[src/rtl/gray_mul_seq_pkg.sv]
// Shared constants for the RGB-to-gray sequencer: FSM encoding, default
// luma weights, accumulator width and the output saturation helper.
package gray_mul_seq_pkg;

  localparam logic [2:0] IDLE = 3'd0;
  localparam logic [2:0] S_R  = 3'd1;
  localparam logic [2:0] S_G  = 3'd2;
  localparam logic [2:0] S_B  = 3'd3;
  localparam logic [2:0] DONE = 3'd4;

  localparam logic [7:0] WR_DEF_C = 8'd77;
  localparam logic [7:0] WG_DEF_C = 8'd150;
  localparam logic [7:0] WB_DEF_C = 8'd29;

  localparam int ACC_W = 26;

  // acc holds sum*256, so bits [25:16] are the gray value before clamping
  function automatic logic [7:0] sat_gray(input logic [ACC_W-1:0] acc);
    return (acc[25:16] > 10'd255) ? 8'd255 : acc[23:16];
  endfunction

endpackage

[src/rtl/gray_mul_seq_mul.sv]
// Shared 8x8 multiplier; the product is pre-scaled by 256 so the
// accumulator carries eight extra fraction bits.
module gray_mul_seq_mul (
  input  logic [7:0]  a,
  input  logic [7:0]  b,
  output logic [23:0] p
);

  logic [15:0] prod;

  assign prod = a * b;
  assign p    = {prod, 8'h00};

endmodule

[src/rtl/gray_mul_seq.sv]
// RGB-to-grayscale sequencer: one multiplier reused over three cycles per
// pixel, valid/ready on both sides, runtime-writable channel weights.
//
//   state | meaning
//   IDLE  | waiting for a pixel, multiplier idle
//   S_R   | acc <= R*wr
//   S_G   | acc += G*wg
//   S_B   | acc += B*wb
//   DONE  | result presented; may accept the next pixel on handshake
module gray_mul_seq
  import gray_mul_seq_pkg::*;
#(
  parameter logic [7:0] WR_DEF = WR_DEF_C,
  parameter logic [7:0] WG_DEF = WG_DEF_C,
  parameter logic [7:0] WB_DEF = WB_DEF_C
) (
  input  logic       clk,
  input  logic       rst,
  input  logic       in_valid,
  output logic       in_ready,
  input  logic [7:0] in_r,
  input  logic [7:0] in_g,
  input  logic [7:0] in_b,
  input  logic       cfg_we,
  input  logic [7:0] cfg_wr,
  input  logic [7:0] cfg_wg,
  input  logic [7:0] cfg_wb,
  output logic       out_valid,
  input  logic       out_ready,
  output logic [7:0] out_gray
);

  logic [2:0]       state;
  logic [7:0]       pix_r, pix_g, pix_b;
  logic [7:0]       snap_wr, snap_wg, snap_wb;
  logic [7:0]       live_wr, live_wg, live_wb;
  logic [ACC_W-1:0] acc;

  logic [7:0]       mul_a, mul_b;
  logic [23:0]      mul_p;
  logic [ACC_W-1:0] mul_ext;
  logic             take;

  assign in_ready  = (state == IDLE) | ((state == DONE) & out_ready);
  assign take      = in_valid & in_ready;
  assign out_valid = (state == DONE);
  assign out_gray  = sat_gray(acc);
  assign mul_ext   = {2'b00, mul_p};

  always_comb begin
    mul_a = 8'd0;
    mul_b = 8'd0;
    case (state)
      S_R: begin mul_a = pix_r; mul_b = snap_wr; end
      S_G: begin mul_a = pix_g; mul_b = snap_wg; end
      S_B: begin mul_a = pix_b; mul_b = snap_wb; end
      default: ;
    endcase
  end

  gray_mul_seq_mul u_mul (
    .a (mul_a),
    .b (mul_b),
    .p (mul_p)
  );

  always_ff @(posedge clk) begin
    if (rst) begin
      state   <= IDLE;
      acc     <= '0;
      pix_r   <= 8'd0;
      pix_g   <= 8'd0;
      pix_b   <= 8'd0;
      snap_wr <= WR_DEF;
      snap_wg <= WG_DEF;
      snap_wb <= WB_DEF;
      live_wr <= WR_DEF;
      live_wg <= WG_DEF;
      live_wb <= WB_DEF;
    end else begin
      if (cfg_we) begin
        live_wr <= cfg_wr;
        live_wg <= cfg_wg;
        live_wb <= cfg_wb;
      end
      // snapshot reads the pre-write weights when cfg_we coincides with a take
      if (take) begin
        pix_r   <= in_r;
        pix_g   <= in_g;
        pix_b   <= in_b;
        snap_wr <= live_wr;
        snap_wg <= live_wg;
        snap_wb <= live_wb;
      end
      case (state)
        IDLE: if (take) state <= S_R;
        S_R: begin
          acc   <= mul_ext;
          state <= S_G;
        end
        S_G: begin
          acc   <= acc + mul_ext;
          state <= S_B;
        end
        S_B: begin
          acc   <= acc + mul_ext;
          state <= DONE;
        end
        DONE: begin
          if (out_ready) state <= take ? S_R : IDLE;
        end
        default: state <= IDLE;
      endcase
    end
  end

endmodule

[config.mk]
export PLATFORM = sky130hd
export DESIGN_NAME = gray_mul_seq
export DESIGN_NICKNAME = d
export VERILOG_FILES = /design/src/rtl/gray_mul_seq_pkg.sv /design/src/rtl/gray_mul_seq_mul.sv /design/src/rtl/gray_mul_seq.sv
export SDC_FILE = /design/constraint.sdc
export NUM_CORES = 1
export LEC_CHECK = 0
export CAP_MARGIN = 20
export CORE_MARGIN = 5
export CORE_UTILIZATION = 60
export DETAILED_ROUTE_END_ITERATION = 10
export PLACE_DENSITY = 0.82
export SYNTH_ARGS = -nofsm -noshare
export SYNTH_HDL_FRONTEND = slang
export SYNTH_HIERARCHICAL = 1
export SYNTH_SLANG_ARGS = --single-unit
[constraint.sdc]
create_clock -name clk -period 8.2 [get_ports clk]
set_input_delay 1.64 -clock clk [delete_from_list [all_inputs] [get_ports clk]]
set_output_delay 1.64 -clock clk [all_outputs]
set_load 0.01 [all_outputs]
## Word level (Yosys, flattened, before mapping)

Index checks and enable logic that the tools add are counted.

- Output and inout port bits: 10
- Register bits: 101
- Word-level logic and storage cells: 35
- Bits of input ports: 53

- $add $sub $neg: 1
- Equal/unequal tests: 6
- Bitwise operators: 3
- Magnitude comparators: 1
- Muxes and demuxes: 8
- Reductions and logical operators: 4
- $mul: 1

Operator list:

| operator | number |
|---|---|
| $pmux W26 S2 | 1 |
| $pmux W8 S3 | 2 |
| $add A26 B24 Y26 | 1 |
| $mul A8 B8 Y16 | 1 |
| $pmux W3 S5 | 1 |
| $gt A10 B8 Y1 const B | 1 |
| $mux W8 | 1 |
| $eq A3 B2 Y1 const B | 2 |
| $mux W3 | 2 |
| $eq A3 B1 Y1 const B | 1 |
| $eq A3 B3 Y1 const B | 1 |
| $logic_not A3 Y1 | 1 |
| $and A1 B1 Y1 | 2 |
| $ne A2 B1 Y1 const B | 1 |
| $ne A2 B2 Y1 const B | 1 |
| $reduce_and A2 Y1 | 1 |
| $reduce_bool A2 Y1 | 1 |
| $reduce_or A2 Y1 | 1 |
| $mux W1 | 1 |
| $or A1 B1 Y1 | 1 |

## Depth between registers and ports, before layout

Gate-level depths: netlist of run 1.

- Word-level depth: 7
- Mapped depth: 29
- Depth with buffers taken out: 27

## Modules after synthesis

The synthesis of run 1 kept the hierarchy.

By module, submodules not included:

| module | area each (um2) | instances | cells an instance | sequential area each (um2) |
|---|---|---|---|---|
| gray_mul_seq | 5617.9 | 1 | 723 | 2021.9 |
| gray_mul_seq_mul | 2267.2 | 1 | 268 | 0.0 |

## Worst setup path after synthesis of run 1

OpenSTA, ideal clock, no wires.

- Kind: reg-to-reg
- Start: reg state[0]
- End: reg acc[24]
- Stages on the path, launching flop included: 27
- Path buffers: 1
- Required time: 8.113 ns
- Setup time: 0.087 ns
- Period minus slack after synthesis: 6.323 ns
- Arrival time: 6.236 ns
- Path slack: 1.877 ns
- Cell sequence: dfxtp_1 > buf_1 > mux2_2 > a21oi_1 > nor2_1 > and2_1 > fa_1 > inv_1 > fa_1 > inv_1 > fa_1 > inv_1 > fa_1 > inv_1 > ha_1 > o21a_1 > o31a_4 > o311ai_0 > nand4b_1 > o311ai_0 > ha_1 > and3_1 > a221o_1 > a21oi_1 > a2bb2oi_1 > nand4b_1 > o31ai_1

- Longest elaborated chain between the ends: 5
- Elaborated cells on any way between the ends: 10
- Classes of those cells: add/sub: 1; mul: 1; eq/ne: 3; mux: 3; reduce/logical: 2

Ends and longest elaborated chain:

| what | line | text |
|---|---|---|
| start: declaration | gray_mul_seq.sv:33 | `logic [2:0] state;` |
| start signal: assignment | gray_mul_seq.sv:110 | `if (out_ready) state <= take ? S_R : IDLE;` |
| $eq A3 B2 Y1 or $eq A3 B1 Y1 (tied branches) | gray_mul_seq.sv:53 | `case (state)` |
| $pmux W8 S3 * | gray_mul_seq.sv:53 |  |
| named net mul_a[3] | gray_mul_seq.sv:39 | `logic [7:0] mul_a, mul_b;` |
| $mul A8 B8 Y16 * | gray_mul_seq_mul.sv:11 | `assign prod = a * b;` |
| named net mul_p[21] | gray_mul_seq.sv:40 | `logic [23:0] mul_p;` |
| $add A26 B24 Y26 * | gray_mul_seq.sv:102, gray_mul_seq.sv:106 |  |
| $pmux W26 S2 * | gray_mul_seq.sv:95 | `case (state)` |
| end signal: assignment | gray_mul_seq.sv:98 | `acc <= mul_ext;` |
| end signal: assignment | gray_mul_seq.sv:102 | `acc <= acc + mul_ext;` |
| end signal: assignment | gray_mul_seq.sv:106 | `acc <= acc + mul_ext;` |
| end: declaration | gray_mul_seq.sv:37 | `logic [ACC_W-1:0] acc;` |

The timed path passes the listed nets; every way through them passes the cells marked *.
A chain may end at the register's enable or synchronous reset.

## Worst setup path after layout of run 1

- Start: reg state[0]
- End: reg acc[25]

- Longest elaborated chain between the ends: 5
- Elaborated cells on any way between the ends: 10
- Classes of those cells: add/sub: 1; mul: 1; eq/ne: 3; mux: 3; reduce/logical: 2

Ends and longest elaborated chain:

| what | line |
|---|---|
| $eq A3 B2 Y1 or $eq A3 B1 Y1 (tied branches) | gray_mul_seq.sv:53 |
| $pmux W8 S3 * | gray_mul_seq.sv:53 |
| named net mul_b[7] | gray_mul_seq.sv:39 |
| $mul A8 B8 Y16 * | gray_mul_seq_mul.sv:11 |
| named net mul_p[21] | gray_mul_seq.sv:40 |
| $add A26 B24 Y26 * | gray_mul_seq.sv:102, gray_mul_seq.sv:106 |
| $pmux W26 S2 * | gray_mul_seq.sv:95 |

Marked as above.

==> summary.md, run 1 <==
| Metric | Value |
|---|---|
| Area added between synthesis and finish | `12.4%` |
| CTS Buffer Depth | `2` |
| Starting DRC count in detailed routing | `485` |
| Cell Int Power | `0.000905 W` |
| CTS tree | `done` |
| Netlist cell types | `64` |
| Die H | `125 um` |
| Via-to-Cell Ratio | `5.71` |
| Most used cell, CP | `fa_1` |
| Worst path cell trace | `buf_12 > nor2b_1 > a22oi_1 > nor2_1 > nand2_1 > fa_1 > fa_1 > inv_1 > fa_1 > inv_1 > fa_1 > inv_1 > ha_1 > o21a_1 > o31a_4 > o311ai_0 > o311ai_0 > ha_1 > and3_1 > and3_1 > nand2_1 > o31ai_1 > mux2_1 > nor2_1` |
| FF-to-FF path depth | `24` |
| Initial antenna violation count | `0` |
| Tot GR Track Use | `23.1%` |
| Clk sinks | `101` |
| Avg Cell Area, Syn | `7.96 um2` |
| Routed len/inst | `14.9 um` |
| Most common cell after layout, fill and taps aside | `nand2_1` |
| R2R Path End | `acc[25]` |
| Combinational share of power | `26.5%` |
| Number of synthesized flops with an enable pin | `0` |
| Port Buffers | `62` |
| Nets | `1175` |
| Core Area | `0.0128 mm2` |
| WP data required | `8.49 ns` |
| Final setup margin | `1.04 ns` |
| Die area | `0.0155 mm2` |
| Fill count | `1044` |
| Synthesis-stage register bit count | `101` |
| Worst Hold Launch | `snap_wb[1]` |
| Power Dens Cells | `151 mW/mm2` |
| Ys async rst share | `0%` |
| Root cell of the clock tree | `clkbuf_16` |
| WHS Path Cells | `2` |
| Antenna cells | `0` |
| Switching power | `0.000435 W` |
| Primary FF master, synth | `dfxtp_1` |
| WHS | `0.454 ns` |
| Num ports | `63` |
| Initial core utilization | `61.7%` |
| Clock share of power | `31.5%` |
| Die width | `125 um` |
| Relative slew margins | `31.9%` |
| CP Capture Type | `flop` |
| DRT Wirelength | `18000 um` |
| Post-CTS Resized | `0` |
| FP Rows | `41` |
| Largest net degree at the start of global routing | `104` |
| Fmax | `140 MHz` |
| Total CTS buffers | `9` |
| Share of cells above drive strength 1 | `5.53%` |
| RSZ-0062 raised after global routing | `false` |
| DRT Pass-1 Iters | `5` |
| Final TNS setup | `0 ns` |
| Clk_skew | `0.00568 ns` |
| Total number of vias | `6865` |
| Met3 Use GR | `3.47%` |
| Worst Path Class, Setup | `reg -> reg` |
| First-pass GRT wire length | `30700 um` |
| Fin. max-slew vios | `0` |
| Crit share post-route | `87.3%` |
| Worst Path Max Fanout | `30` |
| # hold bufs at CTS | `0` |
| Final min period | `7.16 ns` |
| Post-CTS Setup Bufs | `0` |
| Met2 Usage GRT | `37.2%` |
| Worst flop-to-flop path startpoint | `state[0]` |
| Sw Share | `32.5%` |
| Final Util | `69.4%` |
| Max-cap violations | `0` |
| Post-Syn Instances | `991` |
| Worst path bufs/invs | `4` |
| Hold WC Path Type | `reg -> reg` |
| Final Hold Fails | `0` |
| Clk Latency, worst-skew pair | `0.36 ns` |
| WP data arrival | `7.45 ns` |
| Critical-path top delay cell | `dfxtp_1` |
| H-tree depth | `3` |
| DP Wirelength | `13400 um` |
| Seq/Total Area, Yosys | `25.6%` |
| CTS clock-pin slew for the worst setup and hold paths | `0.07 ns` |
| R2R setup slack | `1.04 ns` |
| Slowest stage delay, CP | `0.58 ns` |
| Post-Syn Area | `0.00789 mm2` |
| Post-route DRC | `0` |
| Top cell family by delay on the critical path | `adder cells` |
| Overflow after GRT | `0` |
| Sequential share of power | `42.0%` |
| Synth warn | `6` |
| Worst-margin pin slew | `1.02 ns` |
| Setup violators final | `0` |
| Met1 usage | `31.5%` |
| GRT busiest layer | `met2` |
| Startpoint types | `flop` |
| Hold Path End | `snap_wb[1]` |
| Outcome | `complete, no violations` |
| Leakage | `4.05 nW` |
| Most frequent cells in the layout | `nand2_1, a21oi_1, dfxtp_1` |
| DRT antenna net count | `0` |
| RD Place Congestion | `0.919` |
| Placement Setup Slack | `1.14 ns` |
| Peak VDD IR | `0.168 mV` |
| Via count of the first global-routing pass | `6502` |
[logic make-up after synthesis]
family	count (synthesis)	synth area share [%]
AOI/OAI and AO/OA	223	18.4
muxes	32	4.35
buffers and inverters	113	6.00
DFF	101	25.6
and+or+nand+nor	399	23.9
other	1	0.0476
xor gates and xnor gates	25	2.78
adders and majority gates	97	18.9
[worst max path at each step]
stage,end,startpoint,slack (ns),depth (start not counted)
after floorplan,acc[24],state[0],1.88,26
after global placement,acc[24],state[1],1.34,22
after detailed placement,acc[25],state[0],1.14,24
after CTS,acc[25],state[0],1.09,24
after global routing,acc[25],state[0],0.56,24
final,acc[25],state[0],1.04,24
[power by group through the flow]
stage | logic [W] | registers (W) | clock network, W
after global placement | 0.000343 | 0.000572 | 0
after CTS | 0.000350 | 0.000563 | 0.000429
after detailed placement | 0.000347 | 0.000573 | 0
after floorplan | 0.000262 | 0.000559 | 0
after global routing | 0.000398 | 0.000568 | 0.000447
final | 0.000356 | 0.000563 | 0.000422
[final cells by class]
type	instances	area (um2)	share of cell area [%]
clock buffer	10	239	2.70
clock inverter	6	53.8	0.607
inverter	58	218	2.46
multi-input combinational	784	5420	61.1
sequential	101	2020	22.8
tap	172	215	2.43
timing repair buffer	71	696	7.85
[worst min-delay path, cell delays in order, from the launching register on]
cell	delay (ns)
dfxtp_1	0.31
nand2_1	0.05
a21oi_1	0.05
[per-stage QoR]
stage	cells	cell area (um2)	power (W)
floorplan	998	7910	0.000821
global placement	1186	8570	0.000915
detailed placement	1186	8570	0.000921
CTS	1202	8860	0.00134
global route	1202	8860	0.00141
finish	1202	8860	0.00134
[flip-flops by register name, indices dropped and copies added (netlist names)]
signal,flops
acc,26
live_wb,8
live_wg,8
live_wr,8
pix_b,8
pix_g,8
pix_r,8
snap_wb,8
snap_wg,8
snap_wr,8
state,3
[cell usage after synthesis, types with 14 or more instances]
cell type / count / area share [%]
nor2b_1: 25 / 2.0
mux2_2: 17 / 2.4
nor2_1: 89 / 4.2
a21o_1: 14 / 1.3
ha_1: 60 / 9.5
and2_1: 52 / 4.1
a21oi_1: 101 / 6.4
mux2i_1: 14 / 1.8
inv_1: 58 / 2.8
a211o_1: 16 / 1.8
o21ai_0: 22 / 1.4
dfxtp_1: 101 / 26
fa_1: 37 / 9.4
clkbuf_1: 31 / 1.5
nand3b_1: 14 / 1.3
nand2_1: 159 / 7.6
nor3_1: 17 / 1.1
[metal layers]
layer,vias to the layer above,wire (um)
met1,3217,8400
met4,0,437
li1,3443,-
met5,-,0
met2,169,8260
met3,36,864
(Power assumes the default switching activity.)
==> run 2: changes to the inputs <==
--- a/config.mk
+++ b/config.mk
@@ -10,6 +10,7 @@
 export CORE_UTILIZATION = 60
 export DETAILED_ROUTE_END_ITERATION = 10
 export PLACE_DENSITY = 0.82
+export SLEW_MARGIN = 20
 export SYNTH_ARGS = -nofsm -noshare
 export SYNTH_HDL_FRONTEND = slang
 export SYNTH_HIERARCHICAL = 1
==> results of run 2 <==
Final layout, timing and power as in run 1 (identical DEF).
